`src/rtl/counter_seq_ctrl_if.sv`:
```
// -----------------------------------------------------------------------------
// counter_seq_ctrl_if
// Groups the button ticks, counter feedback and counter control lines that
// run between the debouncers/counter and the sequencing controller.
//
// Signals:
//   run_tick, dir_tick, clr_tick : one-cycle debounced button pulses
//   q_in[7:0]                    : current counter value (feedback)
//   cnt_en                       : one-cycle count-enable pulse to counter
//   cnt_up                       : count direction, 1 = up, 0 = down
//   cnt_clr                      : one-cycle synchronous clear to counter
//   state[1:0]                   : 00 IDLE, 01 RUN, 10 PAUSE, 11 HALT
//   done                         : high while halted at the terminal value
//
// Modports:
//   master : button/counter side (drives ticks and q_in)
//   slave  : controller side (drives counter controls and status)
// -----------------------------------------------------------------------------
interface counter_seq_ctrl_if;
    logic       run_tick;
    logic       dir_tick;
    logic       clr_tick;
    logic [7:0] q_in;
    logic       cnt_en;
    logic       cnt_up;
    logic       cnt_clr;
    logic [1:0] state;
    logic       done;

    modport master (
        output run_tick, dir_tick, clr_tick, q_in,
        input  cnt_en, cnt_up, cnt_clr, state, done
    );

    modport slave (
        input  run_tick, dir_tick, clr_tick, q_in,
        output cnt_en, cnt_up, cnt_clr, state, done
    );
endinterface

```
`src/rtl/counter_seq_ctrl.sv`:
```
// -----------------------------------------------------------------------------
// counter_seq_ctrl
// Sequencing controller for the 8-bit counter datapath. Turns debounced
// run/pause, direction and clear ticks into registered enable/direction/clear
// controls, paces counting with an internal prescaler and stops at a
// programmable terminal value.
//
// Parameters:
//   DIV     : clk cycles between count-enable pulses while running (>= 2)
//   MAX_VAL : terminal value when counting up
//   MIN_VAL : terminal value when counting down
//
// Ports:
//   clk   : system clock, all logic on the rising edge
//   reset : synchronous, active-low reset
//   bus   : counter_seq_ctrl_if.slave (ticks and q_in in; controls out)
//
// Build option:
//   COUNTER_SEQ_CTRL_AUTORELOAD_EN - when defined, reaching the terminal value
//   in RUN issues a cnt_clr pulse plus a one-cycle done pulse and keeps
//   running instead of entering HALT.
// -----------------------------------------------------------------------------
module counter_seq_ctrl #(
    parameter int         DIV     = 4,
    parameter logic [7:0] MAX_VAL = 8'hFF,
    parameter logic [7:0] MIN_VAL = 8'h00
) (
    input logic               clk,
    input logic               reset,
    counter_seq_ctrl_if.slave bus
);

    localparam int PW = (DIV > 1) ? $clog2(DIV) : 1;
    localparam logic [PW-1:0] PCNT_LAST = PW'(DIV - 1);

    typedef enum logic [1:0] {
        IDLE  = 2'b00,
        RUN   = 2'b01,
        PAUSE = 2'b10,
        HALT  = 2'b11
    } state_t;

    state_t        state_r,   state_nx_s;
    logic [PW-1:0] pcnt_r,    pcnt_nx_s;
    logic          cnt_en_r,  cnt_en_nx_s;
    logic          cnt_up_r,  cnt_up_nx_s;
    logic          cnt_clr_r, cnt_clr_nx_s;
    logic          done_r,    done_nx_s;

    // Terminal test against the direction that will be in force after this
    // cycle, so a direction tick landing on an enable event is honoured.
    function automatic logic is_terminal(input logic up, input logic [7:0] q);
        logic term;
        if (up) begin
            term = (q == MAX_VAL);
        end else begin
            term = (q == MIN_VAL);
        end
        return term;
    endfunction

    // State, prescaler and registered output flops with synchronous reset.
    always_ff @(posedge clk) begin
        if (!reset) begin
            state_r   <= IDLE;
            pcnt_r    <= '0;
            cnt_en_r  <= 1'b0;
            cnt_up_r  <= 1'b1;
            cnt_clr_r <= 1'b0;
            done_r    <= 1'b0;
        end else begin
            state_r   <= state_nx_s;
            pcnt_r    <= pcnt_nx_s;
            cnt_en_r  <= cnt_en_nx_s;
            cnt_up_r  <= cnt_up_nx_s;
            cnt_clr_r <= cnt_clr_nx_s;
            done_r    <= done_nx_s;
        end
    end

    // Next-state, prescaler and output decode; clear beats run beats direction.
    always_comb begin
        state_nx_s   = state_r;
        pcnt_nx_s    = pcnt_r;
        cnt_en_nx_s  = 1'b0;
        cnt_up_nx_s  = cnt_up_r;
        cnt_clr_nx_s = 1'b0;
        done_nx_s    = 1'b0;

        if (bus.clr_tick) begin
            cnt_clr_nx_s = 1'b1;
            state_nx_s   = IDLE;
            pcnt_nx_s    = '0;
        end else begin
            if (bus.dir_tick && (state_r != HALT)) begin
                cnt_up_nx_s = ~cnt_up_r;
            end else begin
                cnt_up_nx_s = cnt_up_r;
            end

            case (state_r)
                IDLE: begin
                    if (bus.run_tick) begin
                        state_nx_s = RUN;
                        pcnt_nx_s  = '0;
                    end else begin
                        state_nx_s = IDLE;
                    end
                end
                RUN: begin
                    if (bus.run_tick) begin
                        // Pause wins over a coincident enable event; pcnt holds.
                        state_nx_s = PAUSE;
                    end else if (pcnt_r == PCNT_LAST) begin
                        pcnt_nx_s = '0;
                        if (is_terminal(cnt_up_nx_s, bus.q_in)) begin
`ifdef COUNTER_SEQ_CTRL_AUTORELOAD_EN
                            cnt_clr_nx_s = 1'b1;
                            done_nx_s    = 1'b1;
                            state_nx_s   = RUN;
`else
                            state_nx_s   = HALT;
                            done_nx_s    = 1'b1;
`endif
                        end else begin
                            cnt_en_nx_s = 1'b1;
                        end
                    end else begin
                        pcnt_nx_s = pcnt_r + PW'(1);
                    end
                end
                PAUSE: begin
                    if (bus.run_tick) begin
                        state_nx_s = RUN;
                        pcnt_nx_s  = '0;
                    end else begin
                        state_nx_s = PAUSE;
                    end
                end
                HALT: begin
                    // Only a clear leaves HALT; run and direction ticks are dropped.
                    state_nx_s = HALT;
                    done_nx_s  = 1'b1;
                end
                default: begin
                    state_nx_s = IDLE;
                    pcnt_nx_s  = '0;
                end
            endcase
        end
    end

    assign bus.cnt_en  = cnt_en_r;
    assign bus.cnt_up  = cnt_up_r;
    assign bus.cnt_clr = cnt_clr_r;
    assign bus.state   = state_r;
    assign bus.done    = done_r;

endmodule

```
`src/flat_wrapper.sv`:
```
// flat-port wrapper written by rule: the top's interface ports become plain ports
module counter_seq_ctrl_flat 
#(
    parameter int         DIV     = 4,
    parameter logic [7:0] MAX_VAL = 8'hFF,
    parameter logic [7:0] MIN_VAL = 8'h00
)
  (clk, reset, bus_run_tick, bus_dir_tick, bus_clr_tick, bus_q_in, bus_cnt_en, bus_cnt_up, bus_cnt_clr, bus_state, bus_done);
  counter_seq_ctrl_if bus_i ();
  input logic clk;
  input logic reset;
  input wire logic [$bits(bus_i.run_tick)-1:0] bus_run_tick;
  input wire logic [$bits(bus_i.dir_tick)-1:0] bus_dir_tick;
  input wire logic [$bits(bus_i.clr_tick)-1:0] bus_clr_tick;
  input wire logic [$bits(bus_i.q_in)-1:0] bus_q_in;
  output wire logic [$bits(bus_i.cnt_en)-1:0] bus_cnt_en;
  output wire logic [$bits(bus_i.cnt_up)-1:0] bus_cnt_up;
  output wire logic [$bits(bus_i.cnt_clr)-1:0] bus_cnt_clr;
  output wire logic [$bits(bus_i.state)-1:0] bus_state;
  output wire logic [$bits(bus_i.done)-1:0] bus_done;
  assign bus_i.run_tick = bus_run_tick;
  assign bus_i.dir_tick = bus_dir_tick;
  assign bus_i.clr_tick = bus_clr_tick;
  assign bus_i.q_in = bus_q_in;
  assign bus_cnt_en = bus_i.cnt_en;
  assign bus_cnt_up = bus_i.cnt_up;
  assign bus_cnt_clr = bus_i.cnt_clr;
  assign bus_state = bus_i.state;
  assign bus_done = bus_i.done;
  counter_seq_ctrl #(.DIV(DIV), .MAX_VAL(MAX_VAL), .MIN_VAL(MIN_VAL)) u_core (.clk(clk), .reset(reset), .bus(bus_i));
endmodule
```
`config.mk`:
```
export PLATFORM = sky130hd
export DESIGN_NAME = counter_seq_ctrl_flat
export DESIGN_NICKNAME = d
export VERILOG_FILES = /design/src/rtl/counter_seq_ctrl_if.sv /design/src/rtl/counter_seq_ctrl.sv /design/src/flat_wrapper.sv
export SDC_FILE = /design/constraint.sdc
export NUM_CORES = 1
export LEC_CHECK = 0
export CAP_MARGIN = 20
export CORE_AREA = 5 5 42 44
export DETAILED_ROUTE_END_ITERATION = 8
export DIE_AREA = 0 0 47 49
export PLACE_DENSITY = 0.63
export SYNTH_ARGS = -nofsm -noshare
export SYNTH_HDL_FRONTEND = slang
export SYNTH_SLANG_ARGS = --single-unit
export TNS_END_PERCENT = 100
```
`constraint.sdc`:
```
create_clock -name clk -period 2.8 [get_ports clk]
set_clock_uncertainty 0.1 [all_clocks]
set_input_delay 0.84 -clock clk [delete_from_list [all_inputs] [get_ports clk]]
set_output_delay 0.84 -clock clk [all_outputs]
set_load 0.1 [all_outputs]
```
# Yosys cells after proc, flatten, opt, wreduce, memory -nomap -nowiden
# Index checks and enable logic that the tools add are counted.
# classes
n_addsub	1
n_eq_ne	10
muxes	23
bitwise_logic	4
reduce_logical	9
# ops
op	n
2-bit two-way mux	7
1-bit two-way mux	13
8-bit == test (second input constant)	1
8-bit zero test	1
2-bit one-hot mux with 4 select lines	1
2-bit == test (second input constant)	3
3-bit by 2-bit != test with 1-bit output (second input constant)	2
5-bit OR reduction	1
2-bit != test (second input constant)	2
1-bit inverter	4
2-bit one-hot mux with 2 select lines	1
2-bit OR reduction	2
3-bit AND reduction	1
2-bit by 1-bit adder with 2-bit output (second input constant)	1
2-bit by 1-bit == test with 1-bit output (second input constant)	1
2-bit zero test	1
2-bit by 1-bit != test with 1-bit output (second input constant)	1
1-bit one-hot mux with 2 select lines	1
2-bit AND reduction	1
2-bit nonzero test	1
1-bit logical AND	1
# totals
ff_bits	8
out_inout_bits	6

# Depth between registers and ports, before layout
# Gate-level depths: netlist of the first run.
# depth
depth_word	13
ltp_mapped	5
ltp_nobuf	5

# Least setup slack after synthesis of the first run
# Ideal clock, no wire load.
# synth_path
path_kind	reg-to-reg
start	register u_core.state_r[1] (netlist: u_core.bus.state[1])
end	register u_core.cnt_en_r (netlist: u_core.bus.cnt_en)
setup_time_ps	61
arrival_time_ps	1818
required_time_ps	2639
slack_ps	821
stages_incl_launch_ff	5
n_path_buf	0
synth_period_minus_slack_ps	1979
cell_sequence	dfxtp_1 -> a21boi_2 -> xnor2_1 -> mux2i_1 -> and4_1
# synth_between
elab_chain_len	10
elab_cells_between_ends	13
# synth_rtl
element	line	source
start, declared	counter_seq_ctrl.sv:43	state_t state_r, state_nx_s;
start signal, assigned	counter_seq_ctrl.sv:72	state_r <= state_nx_s;
2-bit != test	counter_seq_ctrl.sv:95	if (bus.dir_tick && (state_r != HALT)) begin
1-bit logical AND	counter_seq_ctrl.sv:95	
1-bit two-way mux	counter_seq_ctrl.sv:95	
1-bit two-way mux	counter_seq_ctrl.sv:90	if (bus.clr_tick) begin
1-bit two-way mux	counter_seq_ctrl.sv:54	if (up) begin
1-bit two-way mux	counter_seq_ctrl.sv:114	end else if (pcnt_r == PCNT_LAST) begin
1-bit two-way mux	counter_seq_ctrl.sv:111	if (bus.run_tick) begin
1-bit two-way mux	counter_seq_ctrl.sv:101	case (state_r)
1-bit two-way mux	counter_seq_ctrl.sv:90	
1-bit two-way mux	counter_seq_ctrl.sv:116	if (is_terminal(cnt_up_nx_s, bus.q_in)) begin
end signal, assigned	counter_seq_ctrl.sv:74	cnt_en_r <= cnt_en_nx_s;
end, declared	counter_seq_ctrl.sv:45	logic cnt_en_r, cnt_en_nx_s;
# Several ways; a longest one is shown, not always the timed one. The select of a mux whose other input is x is not followed.
# A chain may end at the register's enable or synchronous reset.

# Worst setup path in the final report of the first run
# layout_path
start	input port bus_q_in[1]
end	register u_core.cnt_en_r (netlist: u_core.bus.cnt_en)
# layout_between
elab_chain_len	7
elab_cells_between_ends	8
# layout_rtl
element	line	source
start, declared	flat_wrapper.sv:15	input wire logic [$bits(bus_i.q_in)-1:0] bus_q_in;
8-bit == test or 8-bit zero test (tied branches)	counter_seq_ctrl.sv:55, counter_seq_ctrl.sv:57	
1-bit two-way mux (*)	counter_seq_ctrl.sv:54	
1-bit two-way mux (*)	counter_seq_ctrl.sv:114	
1-bit two-way mux (*)	counter_seq_ctrl.sv:111	
1-bit two-way mux (*)	counter_seq_ctrl.sv:101	
1-bit two-way mux (*)	counter_seq_ctrl.sv:90	
1-bit two-way mux (*)	counter_seq_ctrl.sv:116	
# Mark *: on every way between the ends. The rest lies on a longest branch, timed or not. The select of a mux whose other input is x is not followed.

==> results of run 1 <==
-- per-layer routing --
metal / vias up / track usage (%) / wire (um)
li1: 220 / - / -
met4: 0 / 9.68 / 10
met2: 16 / 12.4 / 418
met3: 2 / 2.21 / 69
met5: - / 0 / 0
met1: 174 / 9.69 / 372
-- final cells by class --
class                   count  area [sq um]  share of cell area, %
repair buffers             18           165                   26.5
clock buffers               3          22.5                   3.61
flip-flops and latches      8           160                   25.7
multi-input cells          37           249                   39.9
well taps                  16          20.0                   3.21
inverters                   2          7.51                   1.20
-- cells in the final DEF, fill, tap and decap left out, types with 2 or more instances in the layout --
| master | Yosys | layout |
|---|---|---|
| clkbuf_4 | 0 | 3 |
| nand2_1 | 2 | 2 |
| and2_1 | 2 | 2 |
| o21ai_0 | 2 | 2 |
| nor2_1 | 3 | 3 |
| nand4_1 | 2 | 2 |
| inv_1 | 2 | 2 |
| clkdlybuf4s50_1 | 0 | 12 |
| nand2b_1 | 3 | 3 |
| a31oi_1 | 2 | 2 |
| buf_4 | 1 | 6 |
| a21oi_1 | 3 | 3 |
| dfxtp_1 | 8 | 8 |
-- cells by family (layout without fill, tap and decap cells) --
kind of cell	count (synthesis)	count (layout)	share of synthesized area, %
simple gates	22	22	32.5
compound gates	11	11	16.4
flops	8	8	37.4
buf+inv	4	23	4.39
xor+xnor	2	2	4.09
fa+ha+maj	1	1	2.92
mux	1	1	2.34
-- final timing paths --
path	cells past startpoint	end	slack [ns]
hold / removal	2	u_core.pcnt_r[1]	0.44
setup reg to reg	4	u_core.bus.cnt_en	1.31
hold reg to reg	2	u_core.pcnt_r[1]	0.44
setup / recovery	5	u_core.bus.cnt_en	0.66
-- power breakdown --
group	internal (mW)	leakage (nW)	switching [mW]
registers	0.117	0.0652	0.00419
logic	0.0266	0.146	0.0342
clock network	0.0492	0.0138	0.0410
total	0.193	0.225	0.0793
-- critical path, cell delays in order --
cell and delay, ns:
clkdlybuf4s50_1 0.42, or4_4 0.52, nor2_1 0.10, mux2i_1 0.10, and4_1 0.20
-- through the flow --
stage | cells | area (sq um) | setup WS (ns) | total power, mW
6_report | 84 | 624 | 0.661 | 0.272
3_3_place_gp | 81 | 602 | 0.409 | 0.185
5_1_grt | 84 | 624 | 0.591 | 0.284
4_1_cts | 84 | 624 | 0.663 | 0.275
2_1_floorplan | 49 | 428 | 0.821 | 0.160
3_5_place_dp | 81 | 602 | 0.392 | 0.185
==> summary.md, run 1 <==
| Metric | Value |
|---|---|
| Setup TNS | 0 ns |
| CTS tree | yes |
| EDFF count, synth | 0 |
| Asr flop ratio synth | 0% |
| GRT overflow | 0 |
| Initial antenna violation count | 0 |
| Buffers on Ports | 18 |
| Final setup viols | 0 |
| Worst-case clock buffer depth | 2 |
| Full die area | 2300 sq um |
| Synthesis Warnings | 0 |
| Antenna-violating nets left | 0 |
| Worst-path clk slew | 0.06 ns |
| Hold buffers post-CTS | 0 |
| Routed wire length | 871 um |
| Routed len/inst | 10.4 um |
| Worst-Margin Slew | 0.375 ns |
| Critical Path Source | bus_q_in[1] |
| Ys flop type | dfxtp_1 |
| Synthesis-stage register bit count | 8 |
| Hold Startpoint | u_core.pcnt_r[1] |
| Routability Congestion | 0.745 |
| DP Wirelength | 709 um |
| Row cnt | 14 |
| Critical path class | in -> reg |
| Mapped Area | 428 sq um |
| Die Wd | 47 um |
| Endpoints failing hold | 0 |
| Final Critical Period | 2.14 ns |
| Peak VDD IR | 191 uV |
| Vias in the first global route | 365 |
| Seq/Total Area, Yosys | 37.4% |
| HP Class | reg -> reg |
| Nets | 84 |
| Crit path capture type | flop |
| Synthesis-to-layout area growth | 45.9% |
| Core area | 1400 sq um |
| Overall routing resource usage | 8.88% |
| Worst EP arrival | 2.18 ns |
| First-pass GRT wire length | 1400 um |
| Worst slew margin | 75.0% |
| Cell with the most instances after synthesis | dfxtp_1 |
| Post-route clock period utilization | 76.4% |
| Post-CTS Setup Inserts | 0 |
| Slew Viols, Final | 0 |
| I/O pin total | 19 |
| Area leader, netlist | dfxtp_1 |
| # fillers | 146 |
| DRT Pass-1 Iters | 4 |
| Outcome | complete, no violations |
| LEAKAGE | 0.225 nW |
| Core Util, Final | 44.6% |
| Fmax | 468 MHz |
| Critical path peak fanout | 3 |
| Vias post-DR | 412 |
| Share of post-route cells with drive strength above 1 | 16.2% |
| Drt via density | 4.90 |
| Post-synth top cells | dfxtp_1 (8), a21oi_1 (3), nand2b_1 (3), nor2_1 (3) |
| Mean Syn Cell Area | 8.73 sq um |
| Clock latency at the later pin of the worst-skew pair | 0.25 ns |
| Syn nets | 63 |
| Largest net degree at the start of global routing | 14 |
| Antenna diodes | 0 |
| Top cell type's share of synthesized area | 37.4% |
| Total CTS buffers | 3 |
| Max-Cap Viols | 0 |
| RSZ-0062 raised after global routing | no |
| CP Data Required Time | 2.85 ns |
| Max H-tree Level | 1 |
| Die Y | 49 um |
| 1st-iter DRT viols | 9 |
| PostCTS Resize Cnt | 0 |
| Power density of the placed cells | 436 nW/um^2 |
| Root buffer cell | clkbuf_4 |
| Cell count after synthesis | 49 |
| Worst hold slack | 0.444 ns |
| Worst setup SP type | input port |
| Initial Utilization | 30.5% |
| Sink Count | 8 |
| Unique masters post-synth | 30 |
| Residual DRC | 0 |
| Largest cells by area after synthesis | dfxtp_1 (37%), nand2b_1 (4.4%), a21oi_1 (3.5%) |
(Power assumes the default switching activity.)
==> inputs of run 2 (changes only) <==
Clock period 2.8 ns to 2 ns, I/O delays scaled along.
==> run 2 against run 1 <==
Flip-flop and latch count unchanged. Non-clock buffer count is 4 higher. Worst hold slack better by 0.019 ns. Core utilization up 7.8 points. Critical endpoint unchanged. Combinational power up 73%. Sequential share of layout area is 3.8 points lower. Clock power is 37% higher. Largest cell class is now non-clock buffers. First-iteration DRC count fell by 56%. Worst setup slack got worse by 0.58 ns. Highest routed layer unchanged. Via count is 10% higher. Register-to-register slack worse by 0.79 ns. Critical path type unchanged. Sequential power up 41%.
==> summary.md, run 2 (same netlist as run 1, synthesis figures left out) <==
| Metric | Value |
|---|---|
| Sink Count | 8 |
| Row cnt | 14 |
| Final Critical Period | 1.92 ns |
| Slew Viols, Final | 0 |
| Max H-tree Level | 1 |
| Buffers on Ports | 18 |
| Routed wire length | 966 um |
| Hold buffers post-CTS | 0 |
| DP Wirelength | 791 um |
| Endpoints failing hold | 0 |
| LEAKAGE | 0.263 nW |
| First-pass GRT wire length | 1550 um |
| Root buffer cell | clkbuf_4 |
| Crit path cell chain | clkdlybuf4s50_1 > or4_1 > nor2_1 > mux2i_2 > and4_1 |
| Reg-to-reg endpoint | u_core.bus.cnt_en |
| Total CTS buffers | 3 |
| Residual DRC | 0 |
| Core area | 1400 sq um |
| DRT Pass-1 Iters | 4 |
| Vias in the first global route | 413 |
| CTS tree | yes |
| CP max stage cell | or4_1 |
| 1st-iter DRT viols | 4 |
| Antenna-violating nets left | 0 |
| Worst slew margin | 78.7% |
| Worst-path clk slew | 0.06 ns |
| Post-CTS Setup Inserts | 0 |
| Final setup viols | 0 |
| Multi-input gate area | 253 sq um |
| Worst-Margin Slew | 0.320 ns |
| Full die area | 2300 sq um |
| Routability Congestion | 0.707 |
| Critical path peak fanout | 3 |
| Worst-case clock buffer depth | 2 |
| Critical Path Source | bus_q_in[4] |
| GRT overflow | 0 |
| Overall routing resource usage | 9.52% |
| I/O pin total | 19 |
| Drt via density | 5.15 |
| Routed len/inst | 11.0 um |
| PostCTS Resize Cnt | 0 |
| CP Data Required Time | 2.04 ns |
| Worst R2R Start | u_core.bus.state[1] |
| Power density of the placed cells | 544 nW/um^2 |
| Worst Hold Endpoint | u_core.pcnt_r[1] |
| Most common cell after layout, fill and taps aside | clkdlybuf4s50_1 |
| Critical path class | in -> reg |
| Fmax | 520 MHz |
| Max-Cap Viols | 0 |
| Most Crowded Layer GR | met2 |
| HP Class | reg -> reg |
| Share of post-route cells with drive strength above 1 | 22.2% |
| Worst hold path depth | 2 |
| Nets | 88 |
| Met1 Usage GRT | 9.49% |
| Dpl cell area | 707 sq um |
| Met3 Use GR | 2.21% |
| Peak VDD IR | 196 uV |
| Initial Utilization | 30.5% |
| Tot Pwr | 0.399 mW |
| Worst EP arrival | 1.96 ns |
| # fillers | 137 |
| Clock latency at the later pin of the worst-skew pair | 0.25 ns |
| Reg area | 160 sq um |
| Die Wd | 47 um |
| Hold Startpoint | u_core.pcnt_r[1] |
| Inst Count DP | 85 |
| Synthesis-to-layout area growth | 71.3% |
| GR Util met2 | 15.4% |
| Fin cells | 88 |
| Vias post-DR | 453 |
| R2R setup slack | 0.52 ns |
| Outcome | complete, no violations |
| RSZ-0062 raised after global routing | no |
| Antenna diodes | 0 |
| Worst setup SP type | input port |
| Die Y | 49 um |
| Worst r2r path cells | 4 |
| Max incr delay on CP | 0.52 ns |
| Largest net degree at the start of global routing | 12 |
| Initial antenna violation count | 0 |
| Commonest non-fill, non-tap cells in the layout | clkdlybuf4s50_1 (12), dfxtp_1 (8), buf_12 (6) |
| Post-route clock period utilization | 96.2% |
| Crit path capture type | flop |
| Post-route cell area | 733 sq um |
[run 2: changes by cell type in the layout (fill, tap and decap cells not counted), sizes merged]
cell	before	now
buf	6	10
[run 2: worst max-delay path by stage]
stage,slack [ns],cells past startpoint,endpoint
floorplan,0.02,4,u_core.bus.cnt_en
global placement,-0.16,5,u_core.bus.cnt_en
detailed placement,-0.18,5,u_core.bus.cnt_en
CTS,0.08,5,u_core.bus.cnt_en
global route,0.002,5,u_core.bus.cnt_en
finish,0.08,5,u_core.bus.cnt_en
[run 2: cell type report]
type	instances	share of cell area (%)
Inverter	2	1.02
Sequential cell	8	21.8
Timing Repair Buffer	22	36.9
Clock buffer	3	3.07
Multi-Input combinational cell	37	34.5
Tap cell	16	2.73
[run 2: metrics by stage]
step | setup slack [ns] | hold WS (ns) | utilization [%] | setup TNS, ns
after global placement | -0.163 | 0.416 | 50.4 | -0.299
after detailed placement | -0.182 | 0.444 | 50.4 | -0.335
after global routing | 0.00176 | 0.500 | 52.3 | 0
after CTS | 0.0799 | 0.456 | 52.1 | 0
final | 0.0767 | 0.463 | 52.3 | 0
after floorplan | 0.0206 | 0.383 | - | 0
[run 2: worst max-delay path, delay by kind of cell]
kind,cells,cell delay [ns]
AND/OR/NAND/NOR,3,0.86
buffers and inverters,1,0.41
multiplexers,1,0.10
[run 2: metal layers]
metal / share of wire (%) / vias to the layer above
li1: - / 226
met1: 40 / 201
met2: 49 / 22
met3: 7.5 / 4
met4: 3.2 / 0
met5: 0 / -
[run 2: report_power, final]
group / total (mW) / leakage, nW / switching (mW) / internal (mW)
Combinational: 0.105 / 0.184 / 0.0518 / 0.0528
Sequential: 0.171 / 0.0652 / 0.00658 / 0.164
Clock: 0.124 / 0.0138 / 0.0553 / 0.0687
Total: 0.399 / 0.263 / 0.114 / 0.285
==> inputs of run 3 (changes only) <==
Settings changed: PLACE_DENSITY 0.63 to unset, PLACE_DENSITY_LB_ADDON set to 0.12.
==> run 3 against run 2 <==
Non-clock buffer count is the same. Count of clock-buffer cells in the layout unchanged. Critical path depth stayed put. Die area unchanged. Worst setup slack better by 0.029 ns. Flip-flop and latch count did not move. Sequential share of layout area up 0.11 points. Worst hold slack worse by 0.023 ns. Critical endpoint unchanged.
==> summary.md, run 3 (same netlist as run 1, synthesis figures left out) <==
| Metric | Value |
|---|---|
| Vias post-DR | 437 |
| Setup TNS | 0 ns |
| Tot Pwr | 0.400 mW |
| Die Wd | 47 um |
| Routability Congestion | 0.672 |
| PostCTS Resize Cnt | 0 |
| Hold Startpoint | u_core.pcnt_r[1] |
| Outcome | complete, no violations |
| Inst Count DP | 85 |
| CP Data Required Time | 2.04 ns |
| Core area | 1400 sq um |
| Fmax | 528 MHz |
| Worst-case clock buffer depth | 2 |
| DP Wirelength | 812 um |
| Hold buffers post-CTS | 0 |
| I/O pin total | 19 |
| Reg-to-reg endpoint | u_core.bus.cnt_en |
| Worst-Margin Slew | 0.316 ns |
| Share of post-route cells with drive strength above 1 | 20.8% |
| Slew Viols, Final | 0 |
| Row cnt | 14 |
| Largest net degree at the start of global routing | 12 |
| Final worst-path setup slack | 0.106 ns |
| Residual DRC | 0 |
| Die Y | 49 um |
| Max-Cap Viols | 0 |
| RSZ-0062 raised after global routing | no |
| Antenna-violating nets left | 0 |
| Post-CTS Setup Inserts | 0 |
| Post-Place Setup Slack | -0.165 ns |
| Routed len/inst | 10.8 um |
| GRT overflow | 0 |
| Routed wire length | 951 um |
| Critical Path Source | bus_q_in[4] |
| Endpoints failing hold | 0 |
| R2R setup slack | 0.54 ns |
| Final setup viols | 0 |
| Nets | 88 |
| Most common cell after layout, fill and taps aside | clkdlybuf4s50_1 |
| LEAKAGE | 0.266 nW |
| Vias in the first global route | 393 |
| Full die area | 2300 sq um |
| Sink Count | 8 |
| Commonest non-fill, non-tap cells in the layout | clkdlybuf4s50_1 (12), dfxtp_1 (8), buf_12 (6) |
| Antenna diodes | 0 |
| Initial Utilization | 30.5% |
| Fin cells | 88 |
| Clock latency at the later pin of the worst-skew pair | 0.25 ns |
| Core Util, Final | 52.1% |
| Crit path capture type | flop |
| First-pass GRT wire length | 1480 um |
| Root buffer cell | clkbuf_4 |
| Overall routing resource usage | 9.08% |
| Worst-path clk slew | 0.06 ns |
| Worst R2R Start | u_core.bus.state[1] |
| Critical path class | in -> reg |
| Worst r2r path cells | 4 |
| Max H-tree Level | 1 |
| Post-route clock period utilization | 94.7% |
| Worst EP arrival | 1.94 ns |
| Worst slew margin | 78.9% |
| Worst hold path depth | 2 |
| Initial antenna violation count | 0 |
| Buffers on Ports | 18 |
| Final Critical Period | 1.89 ns |
| CTS tree | yes |
| Critical path peak fanout | 3 |
| Worst setup SP type | input port |
| Synthesis-to-layout area growth | 70.5% |
| 1st-iter DRT viols | 4 |
| Total CTS buffers | 3 |
| Peak VDD IR | 353 uV |
| HP Class | reg -> reg |
| DRT Pass-1 Iters | 4 |
| Power density of the placed cells | 548 nW/um^2 |
| Worst Hold Endpoint | u_core.pcnt_r[1] |
| Drt via density | 4.97 |
-- run 3: cell types whose count changed in the layout (fill, tap and decap cells not counted) --
cell     delta
mux2i_2     -1
mux2i_1     +1
-- run 3: cell type report --
class	instances	area, sq um
Fill cell	154	672
Timing Repair Buffer	22	270
Multi-Input combinational cell	37	249
Sequential cell	8	160
Clock buffer	3	22.5
Tap cell	16	20.0
Inverter	2	7.51
-- run 3: worst max path at each step --
| stage | to | slack (ns) |
|---|---|---|
| 2_1_floorplan | u_core.bus.cnt_en | 0.02 |
| 3_3_place_gp | u_core.bus.cnt_en | -0.15 |
| 3_5_place_dp | u_core.bus.cnt_en | -0.17 |
| 4_1_cts | u_core.bus.cnt_en | 0.10 |
| 5_1_grt | u_core.bus.cnt_en | 0.05 |
| 6_report | u_core.bus.cnt_en | 0.11 |
-- run 3: power breakdown --
group	leakage (nW)	internal, mW	switching [mW]	total, mW
Sequential	0.0652	0.164	0.00658	0.171
Combinational	0.187	0.0522	0.0517	0.104
Clock	0.0138	0.0688	0.0563	0.125
-- run 3: layer usage --
layer	share of wire, %	vias to the layer above	global-route usage, %
met1	41	189	10.1
li1	-	225	-
met3	12	2	4.43
met5	0	-	0
met2	46	21	13.3
met4	1.8	0	5.53
-- run 3: worst max-delay path, stage by stage --
cell and delay (ns):
clkdlybuf4s50_1 0.41, or4_1 0.52, nor2_1 0.11, mux2i_1 0.10, and4_1 0.20
-- run 3: per-stage QoR --
stage               hold slack [ns]  area (sq um)
finish                        0.440           729
floorplan                     0.383           428
global route                  0.446           729
detailed placement            0.425           707
global placement              0.417           707
CTS                           0.438           729
